$ cat src/rtl/osc_req_ctrl_if.sv
// Requester-facing handshake bundle for osc_req_ctrl: level requests in,
// per-requester grants and the shared ready flag out.
interface osc_req_ctrl_if #(
  parameter int unsigned NUM_REQ = 4
) ();
  logic [NUM_REQ-1:0] req;
  logic [NUM_REQ-1:0] ack;
  logic               osc_ready;

  modport master (output req, input  ack, input  osc_ready);
  modport slave  (input  req, output ack, output osc_ready);
endinterface

$ cat src/rtl/osc_req_ctrl.sv
// Oscillator enable controller shared by NUM_REQ requesters: powers the
// oscillator on demand, waits a fixed warm-up, keeps it on through short idle
// gaps and enforces a minimum off-time before any re-enable.
// Optional build macro OSC_STATS_EN adds a saturating oscillator-on counter.
module osc_req_ctrl #(
  parameter int unsigned NUM_REQ    = 4,
  parameter int unsigned WARMUP_CYC = 1024,
  parameter int unsigned HOLD_CYC   = 256,
  parameter int unsigned MINOFF_CYC = 64
) (
  input  logic                 clk,
  input  logic                 rst,
  osc_req_ctrl_if.slave        bus,
  output logic                 osc_en,
  output logic                 busy,
  output logic [31:0]          on_cnt
);

  typedef enum logic [2:0] {
    S_OFF,
    S_WARMUP,
    S_ON,
    S_HOLD,
    S_COOL
  } state_e;

  // Reload values for the shared down-counter; the HOLD/MINOFF values are
  // only used when the corresponding parameter is non-zero.
  localparam logic [15:0] WARM_LD   = 16'(WARMUP_CYC - 1);
  localparam logic [15:0] HOLD_LD   = 16'(HOLD_CYC - 1);
  localparam logic [15:0] MINOFF_LD = 16'(MINOFF_CYC - 1);

  state_e               state_q, state_d;
  logic [15:0]          cnt_q, cnt_d;
  logic                 osc_en_q, osc_en_d;
  logic                 osc_ready_q, osc_ready_d;
  logic [NUM_REQ-1:0]   ack_q, ack_d;
  logic                 any_req;

  assign any_req = |bus.req;

  // Next-state, counter and registered-output decode
  always_comb begin
    state_d = state_q;
    cnt_d   = cnt_q;
    unique case (state_q)
      S_OFF: begin
        if (any_req) begin
          state_d = S_WARMUP;
          cnt_d   = WARM_LD;
        end
      end
      S_WARMUP: begin
        if (cnt_q == '0) state_d = S_ON;
        else             cnt_d   = cnt_q - 16'd1;
      end
      S_ON: begin
        if (!any_req) begin
          if (HOLD_CYC == 0) begin
            state_d = S_COOL;
            cnt_d   = MINOFF_LD;
          end else begin
            state_d = S_HOLD;
            cnt_d   = HOLD_LD;
          end
        end
      end
      S_HOLD: begin
        // A request in the expiry cycle still wins over the drop to COOL.
        if (any_req) begin
          state_d = S_ON;
        end else if (cnt_q == '0) begin
          state_d = S_COOL;
          cnt_d   = MINOFF_LD;
        end else begin
          cnt_d   = cnt_q - 16'd1;
        end
      end
      S_COOL: begin
        if (MINOFF_CYC == 0 || cnt_q == '0) state_d = S_OFF;
        else                                cnt_d   = cnt_q - 16'd1;
      end
      default: state_d = S_OFF;
    endcase

    osc_en_d    = (state_d == S_WARMUP) || (state_d == S_ON) || (state_d == S_HOLD);
    osc_ready_d = (state_d == S_ON) || (state_d == S_HOLD);
    ack_d       = bus.req & {NUM_REQ{osc_ready_q}};
  end

  // State, counter and glitch-free output registers
  always_ff @(posedge clk) begin
    if (rst) begin
      state_q     <= S_OFF;
      cnt_q       <= '0;
      osc_en_q    <= 1'b0;
      osc_ready_q <= 1'b0;
      ack_q       <= '0;
    end else begin
      state_q     <= state_d;
      cnt_q       <= cnt_d;
      osc_en_q    <= osc_en_d;
      osc_ready_q <= osc_ready_d;
      ack_q       <= ack_d;
    end
  end

  assign osc_en        = osc_en_q;
  assign bus.osc_ready = osc_ready_q;
  assign bus.ack       = ack_q;
  assign busy          = (state_q != S_OFF);

`ifdef OSC_STATS_EN
  logic [31:0] on_cnt_q;

  // Saturating count of cycles with the oscillator enabled
  always_ff @(posedge clk) begin
    if (rst) begin
      on_cnt_q <= '0;
    end else if (osc_en_q && (on_cnt_q != '1)) begin
      on_cnt_q <= on_cnt_q + 32'd1;
    end
  end

  assign on_cnt = on_cnt_q;
`else
  assign on_cnt = '0;
`endif

endmodule

$ cat src/flat_wrapper.sv
// flat-port wrapper written by rule: the top's interface ports become plain ports
module osc_req_ctrl_flat 
#(
  parameter int unsigned NUM_REQ    = 4,
  parameter int unsigned WARMUP_CYC = 1024,
  parameter int unsigned HOLD_CYC   = 256,
  parameter int unsigned MINOFF_CYC = 64
)
  (clk, rst, osc_en, busy, on_cnt, bus_req, bus_ack, bus_osc_ready);
  osc_req_ctrl_if #(.NUM_REQ(NUM_REQ)) bus_i ();
  input  logic clk;
  input  logic rst;
  output logic osc_en;
  output logic busy;
  output logic [31:0] on_cnt;
  input wire logic [$bits(bus_i.req)-1:0] bus_req;
  output wire logic [$bits(bus_i.ack)-1:0] bus_ack;
  output wire logic [$bits(bus_i.osc_ready)-1:0] bus_osc_ready;
  assign bus_i.req = bus_req;
  assign bus_ack = bus_i.ack;
  assign bus_osc_ready = bus_i.osc_ready;
  osc_req_ctrl #(.NUM_REQ(NUM_REQ), .WARMUP_CYC(WARMUP_CYC), .HOLD_CYC(HOLD_CYC), .MINOFF_CYC(MINOFF_CYC)) u_core (.clk(clk), .rst(rst), .bus(bus_i), .osc_en(osc_en), .busy(busy), .on_cnt(on_cnt));
endmodule
$ cat config.mk
export PLATFORM = sky130hd
export DESIGN_NAME = osc_req_ctrl_flat
export DESIGN_NICKNAME = d
export VERILOG_FILES = /design/src/rtl/osc_req_ctrl_if.sv /design/src/rtl/osc_req_ctrl.sv /design/src/flat_wrapper.sv
export SDC_FILE = /design/constraint.sdc
export NUM_CORES = 1
export LEC_CHECK = 0
export CORE_ASPECT_RATIO = 0.7
export CORE_MARGIN = 5
export CORE_UTILIZATION = 45
export CTS_CLUSTER_SIZE = 16
export DETAILED_ROUTE_END_ITERATION = 10
export PLACE_DENSITY = 0.75
export REMOVE_ABC_BUFFERS = 1
export SYNTH_ARGS = -nofsm -noshare
export SYNTH_HDL_FRONTEND = slang
export SYNTH_SLANG_ARGS = --single-unit
$ cat constraint.sdc
create_clock -name clk -period 2.75 [get_ports clk]
set_clock_uncertainty 0.15 [all_clocks]
set_input_delay 0.4125 -clock clk [delete_from_list [all_inputs] [get_ports clk]]
set_output_delay 0.4125 -clock clk [all_outputs]
set_load 0.03 [all_outputs]
==> reports/metrics.cfg, run 1 <==
[grt]
antenna_found_initial = 0
grt_pass1_wl_mm = 6.07
grt_pass1_vias = 1251
grt_start_max_net_pins = 14
overflow = 0
grt.total_usage_pct = 14.6

[power_and_ir_drop]
p_clk_share_pct = 25.3
power.static_leakage_uw = 0.000731
power.density_nw_per_um2 = 476
comb_power_share_pct = 27.6
p_sw_share_pct = 35.3
p_int_uw = 562
seqPwrFrac_pct = 47.1
fin_total_pwr_uw = 868
vdd_drop_max_mv = 0.279
switching_power_uw = 306

[floorplanning]
die-width_um = 83.8
ios = 45
rows = 18
fp.dieH_um = 61.6
die_area_um2 = 5160
core_um2 = 3600
initial_core_util_pct = 47.6

[layout]
n_fill_cell = 357
multiInputGateArea_um2 = 1000
num_antenna_cells = 0
final_cell_count_no_fill = 273
area_growth_pct = 6.42
final_nets = 231
seq_area_um2 = 500
drive_above_1_share_pct = 9.87

[synth]
synth_top_area_cell = dfxtp_1
synth.avg_cell_area_um2 = 8.16
syn_area_um2 = 1710
synthesis.instances = 210
synthTopCellsByArea = dfxtp_1, buf_4, nand2_1, a311oi_1, a22oi_1
ys_ff_latch = 25
synth_edf_count = 0
synth_top_area_share_pct = 29.2
synth_flop_cell = dfxtp_1
synth.distinct_cells = 54
synth-seq-area-share_pct = 29.2
synth_common_cells = buf_4, dfxtp_1, nand2_1
synth.most_common_cell = buf_4
async_reset_ff_share_pct = 0
yosysWarningCount = 0

[place]
gp_routability_congestion = 0.927
dp_cells = 269
pre_cts_ws_ns = 0.201
port_buffers = 12
dp_hpwl_mm = 3.03

[clocking]
worst_skew_pair.late_latency_ns = 0.27
clock_path_buffers = 2
path_clk_slew_ns = 0.09
cts_root_buffer = clkbuf_8
htree_levels = 1
hold_buffers = 0
cts_tree = yes
post_cts_resized = 0
clock_sinks = 25
cts_setup_buffers = 0
cts_buffers = 3

[timing]
setup_tns_ns = 0
layout_setup_ws_ns = 0.315
setup_viol_count_final = 0
finalMaxSlewViolations = 0
post-route-period-util_pct = 88.5
min_period_ns = 2.43
worst_pin_slew_ns = 0.642
grt_setup_unrepaired = no
max-slew-margin-rel_pct = 56.7
max_freq_mhz = 411
timing.final.hold_violations = 0

[worst_setup_path]
r2r_end = u_core.cnt_q[14]
crit_type = reg2reg
reg2regPathDepth = 7
crit_required_ns = 2.77
worst_r2r_startpoint = u_core.cnt_q[0]
worstSetupStartpointType = flip-flop
rrSetupSlack_ns = 0.32
crit_fanout = 9
crit_arrival_ns = 2.46
cp-end-kind = flip-flop

[detailed_routing]
wl_per_cell_um = 14.2
final_antenna_net_count = 0
drc = 0
drtIter0Drc = 229
viasPerCell = 5.48
vias = 1497
dr.pass1.iters = 5
wl_mm = 3.87

[hold_path]
hold_depth = 2
worstHoldStart = u_core.cnt_q[15]
min_to = u_core.cnt_q[15]
hp-class = reg2reg

[run_status]
outcome = finished clean

[job]
drv_cap = 0

==> metrics by stage <==
stage	utilization, %	hold slack (ns)	area (um^2)
global placement	49.4	0.335	1780
finish	50.6	0.339	1820
floorplan	-	0.299	1530
CTS	50.6	0.338	1820
detailed placement	49.4	0.325	1780
global route	50.6	0.365	1820
==> logic make-up (layout without fill, tap and decap cells) <==
family / after synthesis / in the layout / share of synthesized area (%)
simple gates: 76 / 76 / 25.3
fa+ha+maj: 1 / 1 / 0.730
compound gates: 56 / 56 / 24.9
flops: 25 / 25 / 29.2
mux: 1 / 1 / 0.584
other cells: 1 / 32 / 0.219
buf+inv: 50 / 32 / 19.1
==> cells in the final DEF, fill, tap and decap left out, types with 6 or more instances in the layout <==
cell type | synthesis | final
buf_4 | 34 | 9
dfxtp_1 | 25 | 25
nor3_1 | 7 | 7
a311oi_1 | 7 | 7
clkdlybuf4s50_1 | 0 | 12
a21oi_1 | 7 | 7
nand2_1 | 20 | 20
nor2_1 | 9 | 9
nand3_1 | 6 | 6
and2_1 | 7 | 7
conb_1 | 1 | 32
inv_1 | 7 | 7
a22oi_1 | 6 | 6
==> power by group through the flow <==
stage / registers, uW / logic (uW) / clock network, uW
finish: 409 / 239 / 220
global placement: 417 / 233 / 0
global route: 412 / 260 / 238
detailed placement: 417 / 234 / 0
floorplan: 414 / 172 / 0
CTS: 409 / 234 / 226
==> flip-flops by register name, indices dropped and copies added, names as in the netlist <==
| signal | cells |
|---|---|
| u_core.cnt_q | 16 |
| u_core.bus.ack | 4 |
| u_core.state_q | 3 |
| u_core.bus.osc_ready | 1 |
| u_core.osc_en | 1 |
==> cell type report <==
class | count | area share, %
Tap cell | 50 | 3.43
Sequential cell | 25 | 27.4
Timing Repair Buffer | 21 | 10.3
Inverter | 7 | 1.44
Multi-Input combinational cell | 166 | 54.9
Clock buffer | 4 | 2.47
==> how the worst max path moves through the flow <==
| stage | from | to | slack [ns] | cells past startpoint |
|---|---|---|---|---|
| global placement | bus_req[1] | u_core.cnt_q[4] | 0.22 | 7 |
| global route | u_core.cnt_q[0] | u_core.osc_en | 0.09 | 8 |
| detailed placement | bus_req[1] | u_core.cnt_q[4] | 0.20 | 7 |
| CTS | u_core.cnt_q[0] | u_core.cnt_q[12] | 0.36 | 8 |
| floorplan | u_core.cnt_q[0] | u_core.cnt_q[6] | 0.61 | 7 |
| finish | u_core.cnt_q[0] | u_core.cnt_q[14] | 0.32 | 7 |
==> worst max-delay path, cell delays in order (launching register included) <==
cell      delay, ns
dfxtp_1        0.36
inv_1          0.08
ha_1           0.20
nor3b_2        0.31
and2_1         0.40
a32o_1         0.35
nand2_2        0.18
a311oi_1       0.32
==> layer usage <==
metal | vias up | global-route usage [%] | wire [um]
met4 | 0 | 2.75 | 0
met3 | 0 | 4.55 | 432
met2 | 88 | 19.9 | 1550
li1 | 738 | - | -
met1 | 671 | 22.4 | 1890
met5 | - | 0 | 0
Power figures use the tool's default switching activity.
==> run 2: changes to the inputs <==
- PLACE_DENSITY: 0.75 -> 0.85
==> reports/metrics.cfg, run 2 (synthesis gave the netlist of run 1 again) <==
[power_and_ir_drop]
power.static_leakage_uw = 0.000724  ; was 0.000731 uW
power.density_nw_per_um2 = 476  ; about the same
vdd_drop_max_mv = 0.385  ; was 0.279 mV
fin_total_pwr_uw = 862  ; was 868 uW

[place]
dp_hpwl_mm = 3.03  ; about the same
port_buffers = 12  ; unchanged
gp_routability_congestion = 0.952  ; was 0.927

[grt]
grt_start_max_net_pins = 15  ; was 14
grt_pass1_vias = 1338  ; was 1,251
grt.total_usage_pct = 14.9  ; was 14.6%
overflow = 0  ; unchanged
antenna_found_initial = 0  ; unchanged
grt_pass1_wl_mm = 6.29  ; was 6.07 mm

[detailed_routing]
drtIter0Drc = 196  ; was 229
wl_per_cell_um = 14.4  ; was 14.2 um
drc = 0  ; unchanged
wl_mm = 3.89  ; was 3.87 mm
dr.pass1.iters = 4  ; was 5
viasPerCell = 5.51  ; was 5.48
vias = 1494  ; was 1,497
final_antenna_net_count = 0  ; unchanged

[timing]
timing.final.hold_violations = 0  ; unchanged
worst_pin_slew_ns = 0.601  ; was 0.642 ns
setup_tns_ns = 0  ; unchanged
min_period_ns = 2.52  ; was 2.43 ns
post-route-period-util_pct = 91.5  ; was 88.5%
max_freq_mhz = 397  ; was 411 MHz
setup_viol_count_final = 0  ; unchanged
grt_setup_unrepaired = no  ; unchanged
max-slew-margin-rel_pct = 59.5  ; was 56.7%
finalMaxSlewViolations = 0  ; unchanged

[layout]
area_growth_pct = 5.62  ; was 6.42%
regMostFlops = u_core.cnt_q  ; unchanged
n_fill_cell = 355  ; was 357
mostFrequentLayoutCells = conb_1, dfxtp_1, nand2_1  ; unchanged
seq_area_um2 = 500  ; unchanged
layout_commonest_cell = conb_1  ; unchanged
num_antenna_cells = 0  ; unchanged
final_nets = 229  ; was 231
drive_above_1_share_pct = 9.50  ; was 9.87%
multiInputGateArea_um2 = 1000  ; unchanged
largest_reg_flops = 16  ; unchanged

[hold_path]
hp-class = reg2reg  ; unchanged
worstHoldStart = u_core.cnt_q[15]  ; unchanged

[clocking]
path_clk_slew_ns = 0.09  ; about the same
clock_sinks = 25  ; unchanged
clock_path_buffers = 2  ; unchanged
post_cts_resized = 0  ; unchanged
cts_setup_buffers = 0  ; unchanged
cts_buffers = 3  ; unchanged
cts_tree = yes  ; unchanged
hold_buffers = 0  ; unchanged
htree_levels = 1  ; unchanged
cts_root_buffer = clkbuf_8  ; unchanged
worst_skew_pair.late_latency_ns = 0.27  ; about the same

[floorplanning]
die_area_um2 = 5160  ; unchanged
ios = 45  ; unchanged
die-width_um = 83.8  ; unchanged
core_um2 = 3600  ; unchanged
fp.dieH_um = 61.6  ; unchanged
rows = 18  ; unchanged
initial_core_util_pct = 47.6  ; unchanged

[job]
drv_cap = 0  ; unchanged

[worst_setup_path]
cp-end-kind = flip-flop  ; unchanged
crit_chain = inv_1 > ha_1 > nor3b_2 > and2_1 > a32o_1 > nand2_2 > a311oi_1  ; unchanged
crit_required_ns = 2.78  ; was 2.77 ns
critPathMaxStageDelay_ns = 0.41  ; was 0.40 ns
crit_type = reg2reg  ; unchanged
crit_fanout = 9  ; unchanged
worstSetupStartpointType = flip-flop  ; unchanged
worst_path_max_delay_cell = and2_1  ; unchanged
critPathLaunch = u_core.cnt_q[0]  ; unchanged
crit_arrival_ns = 2.54  ; was 2.46 ns
worst_r2r_startpoint = u_core.cnt_q[0]  ; unchanged

[run_status]
outcome = finished clean  ; unchanged

[run 2: critical path, delay by kind of cell, from the launching register on]
family                   cells  cell delay [ns]
buffers and inverters        1             0.07
AO/OA/AOI/OAI                2             0.69
adder cells (fa/ha/maj)      1             0.21
AND/OR/NAND/NOR              3             0.94
flip-flops                   1             0.37
[run 2: final timing paths]
kind                      end  slack (ns)  depth (start not counted)
max          u_core.cnt_q[10]        0.23                          7
min          u_core.cnt_q[15]        0.34                          2
max reg2reg  u_core.cnt_q[10]        0.23                          7
min reg2reg  u_core.cnt_q[15]        0.34                          2
[run 2: through the flow]
stage          utilization [%]  cell area, um^2  instances  hold slack (ns)  setup slack (ns)
6_report                  50.2             1810        271            0.344             0.233
5_1_grt                   50.2             1810        271            0.415            0.0480
4_1_cts                   50.2             1810        271            0.344             0.299
3_5_place_dp              49.0             1760        267            0.331             0.187
3_3_place_gp              49.0             1760        267            0.314             0.249
2_1_floorplan                -             1530        198            0.299             0.607
[run 2: cell type report]
cell class,instances,area share [%]
Tap cell,50,3.46
Inverter,7,1.45
Multi-Input combinational cell,166,55.4
Clock inverter,1,0.276
Sequential cell,25,27.6
Timing Repair Buffer,19,9.54
Clock buffer,3,2.28
[run 2: power breakdown]
group	total, uW	leakage, uW	internal (uW)	switching, uW
sequential	409	0.000206	383	26.2
clock	215	0.0000255	101	114
combinational	238	0.000493	72.9	166
[run 2: per-layer routing]
| metal | vias up | GRT usage, % | part of all wire [%] |
|---|---|---|---|
| met5 | - | 0 | 0 |
| met4 | 0 | 2.06 | 0 |
| met3 | 0 | 3.88 | 10 |
| met2 | 74 | 22.0 | 44 |
| met1 | 689 | 22.4 | 46 |
| li1 | 731 | - | - |
